--- src/rtl/symbol_slot_scheduler.sv ---
// rtl/symbol_slot_scheduler.sv - per-symbol slot arbiter for the DAC transmit path
// Define STRICT_PRIO_EN for fixed lowest-index-wins priority instead of round-robin.
module symbol_slot_scheduler #(
    parameter int NUM_REQ     = 4,
    parameter int SYM_W       = 2,
    parameter int SAM_PER_SYM = 4,
    parameter int IDLE_SYM    = 0
) (
    input  logic                           clock_50,
    input  logic                           reset,
    input  logic                           sched_en,
    input  logic                           sam_clk_ena,
    input  logic                           sym_clk_ena,
    input  logic [NUM_REQ-1:0]             req,
    input  logic [NUM_REQ*SYM_W-1:0]       sym_in,
    output logic [NUM_REQ-1:0]             gnt,
    output logic [SYM_W-1:0]               sym_out,
    output logic                           sym_valid,
    output logic [$clog2(NUM_REQ)-1:0]     src_id,
    output logic [$clog2(SAM_PER_SYM)-1:0] sam_idx,
    output logic [15:0]                    underrun_cnt,
    output logic                           align_err
);
    localparam int ID_W  = $clog2(NUM_REQ);
    localparam int IDX_W = $clog2(SAM_PER_SYM);
    localparam logic [SYM_W-1:0] IDLE_V  = SYM_W'(IDLE_SYM);
    localparam logic [IDX_W-1:0] IDX_MAX = IDX_W'(SAM_PER_SYM - 1);

    localparam logic [1:0] ST_OFF = 2'd0;
    localparam logic [1:0] ST_ARM = 2'd1;
    localparam logic [1:0] ST_RUN = 2'd2;

    logic [1:0]       state_q, state_d;
    logic [ID_W-1:0]  last_q, last_d;
    logic [SYM_W-1:0] sym_out_q, sym_out_d;
    logic             sym_valid_q, sym_valid_d;
    logic [ID_W-1:0]  src_id_q, src_id_d;
    logic [IDX_W-1:0] sam_idx_q, sam_idx_d;
    logic [15:0]      underrun_q, underrun_d;
    logic             align_err_q, align_err_d;

    logic            arb;
    logic            found;
    logic [ID_W-1:0] win;
    logic [ID_W-1:0] lo_win;

    // Lowest requesting index; doubles as the wrap-around candidate for round-robin.
    always_comb begin
        lo_win = '0;
        for (int i = NUM_REQ - 1; i >= 0; i--) begin
            if (req[i]) lo_win = ID_W'(i);
        end
    end

`ifdef STRICT_PRIO_EN
    always_comb begin
        win = lo_win;
    end
`else
    logic            hi_found;
    logic [ID_W-1:0] hi_win;

    always_comb begin
        hi_found = 1'b0;
        hi_win   = '0;
        for (int i = NUM_REQ - 1; i >= 0; i--) begin
            if (req[i] && (ID_W'(i) > last_q)) begin
                hi_found = 1'b1;
                hi_win   = ID_W'(i);
            end
        end
        win = hi_found ? hi_win : lo_win;
    end
`endif

    assign found = |req;
    // A RUN cycle arbitrates even while sched_en drops so an issued grant completes.
    assign arb   = sym_clk_ena && ((state_q == ST_RUN) || ((state_q == ST_ARM) && sched_en));

    always_comb begin
        state_d     = state_q;
        last_d      = last_q;
        sym_out_d   = sym_out_q;
        sym_valid_d = sym_valid_q;
        src_id_d    = src_id_q;
        sam_idx_d   = sam_idx_q;
        underrun_d  = underrun_q;
        align_err_d = align_err_q;
        gnt         = '0;

        case (state_q)
            ST_OFF:  state_d = sched_en ? ST_ARM : ST_OFF;
            ST_ARM:  state_d = !sched_en ? ST_OFF : (sym_clk_ena ? ST_RUN : ST_ARM);
            ST_RUN:  state_d = sched_en ? ST_RUN : ST_OFF;
            default: state_d = ST_OFF;
        endcase

        if (arb) begin
            if (found) begin
                gnt         = NUM_REQ'(1) << win;
                sym_out_d   = sym_in[win*SYM_W +: SYM_W];
                sym_valid_d = 1'b1;
                src_id_d    = win;
                last_d      = win;
            end else begin
                sym_out_d   = IDLE_V;
                sym_valid_d = 1'b0;
                if (underrun_q != 16'hFFFF) underrun_d = underrun_q + 16'd1;
            end
        end else if ((state_q == ST_OFF) && sym_clk_ena) begin
            sym_out_d   = IDLE_V;
            sym_valid_d = 1'b0;
        end

        if (state_q == ST_OFF) begin
            sam_idx_d = '0;
        end else if (sam_clk_ena) begin
            sam_idx_d = sym_clk_ena ? '0 : sam_idx_q + IDX_W'(1);
        end

        if ((state_q == ST_RUN) && sym_clk_ena && (!sam_clk_ena || (sam_idx_q != IDX_MAX)))
            align_err_d = 1'b1;

        if (reset) gnt = '0;
    end

    always_ff @(posedge clock_50) begin
        if (reset) begin
            state_q     <= ST_OFF;
            last_q      <= ID_W'(NUM_REQ - 1);
            sym_out_q   <= IDLE_V;
            sym_valid_q <= 1'b0;
            src_id_q    <= '0;
            sam_idx_q   <= '0;
            underrun_q  <= '0;
            align_err_q <= 1'b0;
        end else begin
            state_q     <= state_d;
            last_q      <= last_d;
            sym_out_q   <= sym_out_d;
            sym_valid_q <= sym_valid_d;
            src_id_q    <= src_id_d;
            sam_idx_q   <= sam_idx_d;
            underrun_q  <= underrun_d;
            align_err_q <= align_err_d;
        end
    end

    assign sym_out      = sym_out_q;
    assign sym_valid    = sym_valid_q;
    assign src_id       = src_id_q;
    assign sam_idx      = sam_idx_q;
    assign underrun_cnt = underrun_q;
    assign align_err    = align_err_q;
endmodule

--- config.mk ---
export PLATFORM = sky130hd
export DESIGN_NAME = symbol_slot_scheduler
export DESIGN_NICKNAME = d
export VERILOG_FILES = /design/src/rtl/symbol_slot_scheduler.sv
export SDC_FILE = /design/constraint.sdc
export NUM_CORES = 1
export LEC_CHECK = 0
export CAP_MARGIN = 20
export CORE_MARGIN = 8
export CORE_UTILIZATION = 40
export CTS_BUF_LIST = sky130_fd_sc_hd__clkbuf_4
export CTS_CLUSTER_DIAMETER = 30
export DETAILED_ROUTE_END_ITERATION = 10
export PLACE_DENSITY_LB_ADDON = 0.08
export SLEW_MARGIN = 20
export SYNTH_ARGS = -nofsm -noshare
export SYNTH_HDL_FRONTEND = slang
export SYNTH_SLANG_ARGS = --single-unit
--- constraint.sdc ---
create_clock -name clock_50 -period 2.5 [get_ports clock_50]
set_clock_uncertainty 0.05 [all_clocks]
set_input_delay 0.625 -clock clock_50 [delete_from_list [all_inputs] [get_ports clock_50]]
set_output_delay 0.625 -clock clock_50 [all_outputs]
set_load 0.005 [all_outputs]
# == Word-level counts from Yosys, hierarchy flattened ==
# Cells that the tools add are included.
# Widths: inputs -> output; s select.
# word_totals
register_bits,28
inputBits,17
out_inout_bits,28
# op_classes
add_sub_neg,2
n_lt_le_gt_ge,4
eq_ne,4
n_shift,2
n_mux,28
bitwise,1
reduce_logical,18
# ops
op,n
$mux 2,16
$add 16x1->16 const B,1
$ne 16x16->1 const B,1
$mux 4,3
$logic_and 1x1->1,9
$mux 1,8
$shiftx 8x4->2,1
$pmux 2 s3,1
$gt 1x2->1 const A,2
$gt 2x2->1 const A,2
$reduce_or 4->1,1
$shl 1x2->4 const A,1
$reduce_and 3->1,1
$add 2x1->2 const B,1
$eq 2x1->1 const B,1
$eq 2x2->1 const B,1
$logic_not 2->1,1
$logic_or 1x1->1,2
$ne 2x2->1 const B,1
$reduce_and 2->1,1
$reduce_bool 2->1,1
$reduce_or 2->1,1
$logic_not 1->1,1
$not 1->1,1

# == Logic depth before layout (Yosys ltp) ==
# logic_depth
ltp_word,11
ltp_mapped,7

# == Worst setup path before layout ==
# OpenSTA, ideal clock, no wires.
# synth_path
path_type,in2out
startpoint,input sched_en
endpoint,output gnt[0]
arrival_time_ns,1.498
required_time_ns,1.825
slack_ns,0.327
cell_stages,4
path_buffers,0
path_cell_list,and3b_1 -> o21ai_1 -> or3_1 -> nor3_1
# synth_via
elab_chain_len,5
# synth_lines
element,line,rtl
"start, declared",11,"input logic sched_en,"
$logic_and 1x1->1,78,assign arb = sym_clk_ena && ((state_q == ST_RUN) || ((state_q == ST_ARM) && sched_en));
$logic_or 1x1->1,78,
$logic_and 1x1->1,78,
$mux 4,98,if (arb) begin
$mux 4,124,if (reset) gnt = '0;
"end, declared",16,"output logic [NUM_REQ-1:0] gnt,"
# No other way between the ends.

# == Worst setup path in the final report ==
# layout_path
startpoint,input sched_en
endpoint,output gnt[2]
# Same word-level chain as after synthesis.

==> run metrics <==
WL/cell 13.9 µm; top cells by area, synth dfxtp_1 (37%), nor2_1 (7.8%), xnor2_1 (7.0%); Post-Synth XOR/XNOR Area 0.0700; Detailed Route Iter0 Violations 49; die area 5970 µm²; initial antenna violation count 0; GRT overflow 0; Synth Area in Compound Gates 0.141; flop-to-flop setup slack 0.50 ns; met3 Usage GRT 0.0396; global-route wire length before repair 6.84 mm; total power per unit cell area 350 nW/µm²; register area share after synthesis 0.373; outcome finished clean; Hold Crit Class flop to flop; mux contribution to synthesized area 0.0233; Synth Area in Adders 0.0167; combinational family with the most area after synthesis simple AND/OR/NAND/NOR gates; row count 22; # setup viols final 0; final core utilization 0.602; chip height 77.3 µm; via count 1541; fin crit share 0.969; crit path launch sched_en; CTS sink count 28; gr usage total 0.132; Nets 262; Yosys top cell area share 0.373; required time of the critical path 1.82 ns; pin count of the biggest net entering global routing 29; residual DRC count 0; synthesized area 1500 µm²; Port Buffer Count 44; core area 3630 µm²; Max-Cap Viols 0; Syn Nets 196; met1 Track Usage GR 0.159; critical path arrival 1.75 ns; setup TNS 0 ns; Worst-Margin Slew 0.429 ns; Finished Cell Area 2190 µm²; Vias/cell 5.31; hold path start src_id[1]$_SDFFE_PP0P_; CTS Hold Buffers Added 0; Yosys top cell by area dfxtp_1; CTS buffer count 3; Min-Delay Endpoint src_id[1]$_SDFFE_PP0P_; Crit Path Category input pin to primary output; reg2reg end underrun_cnt[14]$_SDFFE_PP0P_; Syn Area/Cell 8.48 µm²; unrepaired setup endpoints after global routing no; DP HPWL 3.07 mm; CTS tree yes; Routability Congestion 0.795; largest fanout on the critical path 4; Final WS setup 0.0778 ns; Worst VDD drop 0.000279 V; CTS HTree Levels 1; CTS max path bufs 2; reg2reg start underrun_cnt[1]$_SDFFE_PP0P_; final hold viol count 0; Max Freq 0.413 GHz; Root Buffer clkbuf_4; worst-skew pair later-pin latency 0.32 ns; Clock Pin Slew Worst Setup and Hold Paths 0.15 ns; Routed Antenna Nets 0; Cells after Synth 177; Period minus WS final 2.42 ns; Ys Warns 0; WL final 4.02 mm; area grow syn2layout 45.7%; Leakage 0.822 nW; die width 77.3 µm; post-synthesis async set-or-reset flop share 0; CP endpoint kind primary output; Max Slew Vio Count 0; synth unique cells 44; R2R depth 7; startpoint types input pin; TritonRoute pass-1 iters 4; Yosys reg bits 28; I/O Pins 45; Starting Density 0.413; met2 usage 0.224; Hold Crit Depth 2; filler instances 327; ratio of cells with drive above 1 in the final layout 0.219; post-synthesis simple-gate area fraction 0.348; Post-synth EDFFs 0; Most used DFF post-synth dfxtp_1; dpl ws -0.715 ns; Slew HR 0.713; diodes inserted 0; vias in the first global route 1500; Placement Cell Area 2130 µm²; busiest layer in global routing met2
[cell type report]
class | instances | area, µm² | share of cell area
Timing Repair Buffer | 66 | 573 | 0.262
Clock inverter | 1 | 3.75 | 0.00172
Sequential cell | 28 | 561 | 0.256
Tap cell | 48 | 60.1 | 0.0275
Multi-Input combinational cell | 138 | 945 | 0.432
Clock buffer | 3 | 22.5 | 0.0103
Inverter | 6 | 22.5 | 0.0103
[cells in the mapped netlist (2+ instances only)]
| master | n |
|---|---|
| nor2_1 | 31 |
| nand2_1 | 11 |
| o211ai_1 | 4 |
| nand2b_1 | 6 |
| ha_1 | 2 |
| nand3_1 | 4 |
| dfxtp_1 | 28 |
| o21ai_1 | 2 |
| a21o_1 | 2 |
| a32o_1 | 2 |
| nor2b_1 | 3 |
| clkbuf_1 | 5 |
| nand4_2 | 2 |
| o2111ai_1 | 2 |
| nor3b_1 | 3 |
| and3_1 | 2 |
| a211oi_1 | 3 |
| mux2i_1 | 2 |
| nor4_4 | 2 |
| inv_1 | 6 |
| o21bai_1 | 2 |
| nor4_1 | 3 |
| o21ai_0 | 2 |
| nand3b_1 | 2 |
| nor3_1 | 8 |
| nand4_1 | 4 |
| a21oi_1 | 6 |
| xnor2_1 | 12 |
[worst max path at each step]
stage,end,cells past startpoint,slack (ns)
floorplan,gnt[0],4,0.33
global placement,gnt[3],6,-0.64
detailed placement,gnt[1],6,-0.71
CTS,gnt[1],6,0.008
global route,gnt[1],6,0.00002
finish,gnt[2],6,0.08
[worst max-delay path, cell delays in order]
cell             delay [ns]
clkdlybuf4s15_1        0.20
and3b_2                0.21
o21ai_2                0.06
or3_4                  0.41
nor3_2                 0.11
buf_2                  0.13
[report_power, final]
| group | total, mW | switching [mW] | internal (mW) |
|---|---|---|---|
| Sequential | 0.457 | 0.00491 | 0.452 |
| Clock | 0.189 | 0.131 | 0.0584 |
| Combinational | 0.121 | 0.0571 | 0.0634 |
| Total | 0.766 | 0.193 | 0.574 |
[per-layer routing]
| layer | wire (µm) | vias to the layer above |
|---|---|---|
| li1 | - | 771 |
| met1 | 1780 | 728 |
| met2 | 1980 | 38 |
| met3 | 229 | 4 |
| met4 | 36 | 0 |
| met5 | 0 | - |
[cell families after synthesis]
group,Yosys count
AO/OA/AOI/OAI,30
XOR/XNOR,12
adder cells (fa/ha/maj),2
buffers and inverters,11
flip-flops,28
multiplexers,3
AND/OR/NAND/NOR,91
[registers in the layout, summed over array words and instances (netlist names)]
name / flops
sym_valid: 1
align_err: 1
sym_out: 2
sam_idx: 2
last_q: 2
src_id: 2
state_q: 2
underrun_cnt: 16
[cells in the final DEF (no fill, tap or decap), types with 3 or more instances in the layout]
cell | synthesis | routed
nand4_1 | 4 | 4
nand2b_1 | 6 | 6
a211oi_1 | 3 | 3
nand2_1 | 11 | 11
xnor2_1 | 12 | 12
nor3b_1 | 3 | 3
o211ai_1 | 4 | 4
clkdlybuf4s50_1 | 0 | 34
nand3_1 | 4 | 3
inv_1 | 6 | 6
buf_2 | 0 | 4
nor3_1 | 8 | 4
clkbuf_4 | 0 | 3
dfxtp_1 | 28 | 28
nor4_1 | 3 | 3
buf_4 | 0 | 22
a21oi_1 | 6 | 5
nor3_2 | 1 | 5
nor2_1 | 31 | 31
[through the flow]
step / total power, mW / cells / hold slack [ns]
after CTS: 0.773 / 289 / 0.430
after global placement: 0.578 / 284 / 0.396
final: 0.766 / 290 / 0.425
after global routing: 0.803 / 290 / 0.459
after floorplan: 0.513 / 177 / 0.403
after detailed placement: 0.581 / 284 / 0.408
[timing repair]
action / in CTS / in global routing
resized for setup: 33 / 7
pin swaps: 1 / 1
setup buffers: 1 / 1
endpoints found under the setup margin: 4 / 4
Note: power is estimated with default switching activity, not from simulation.
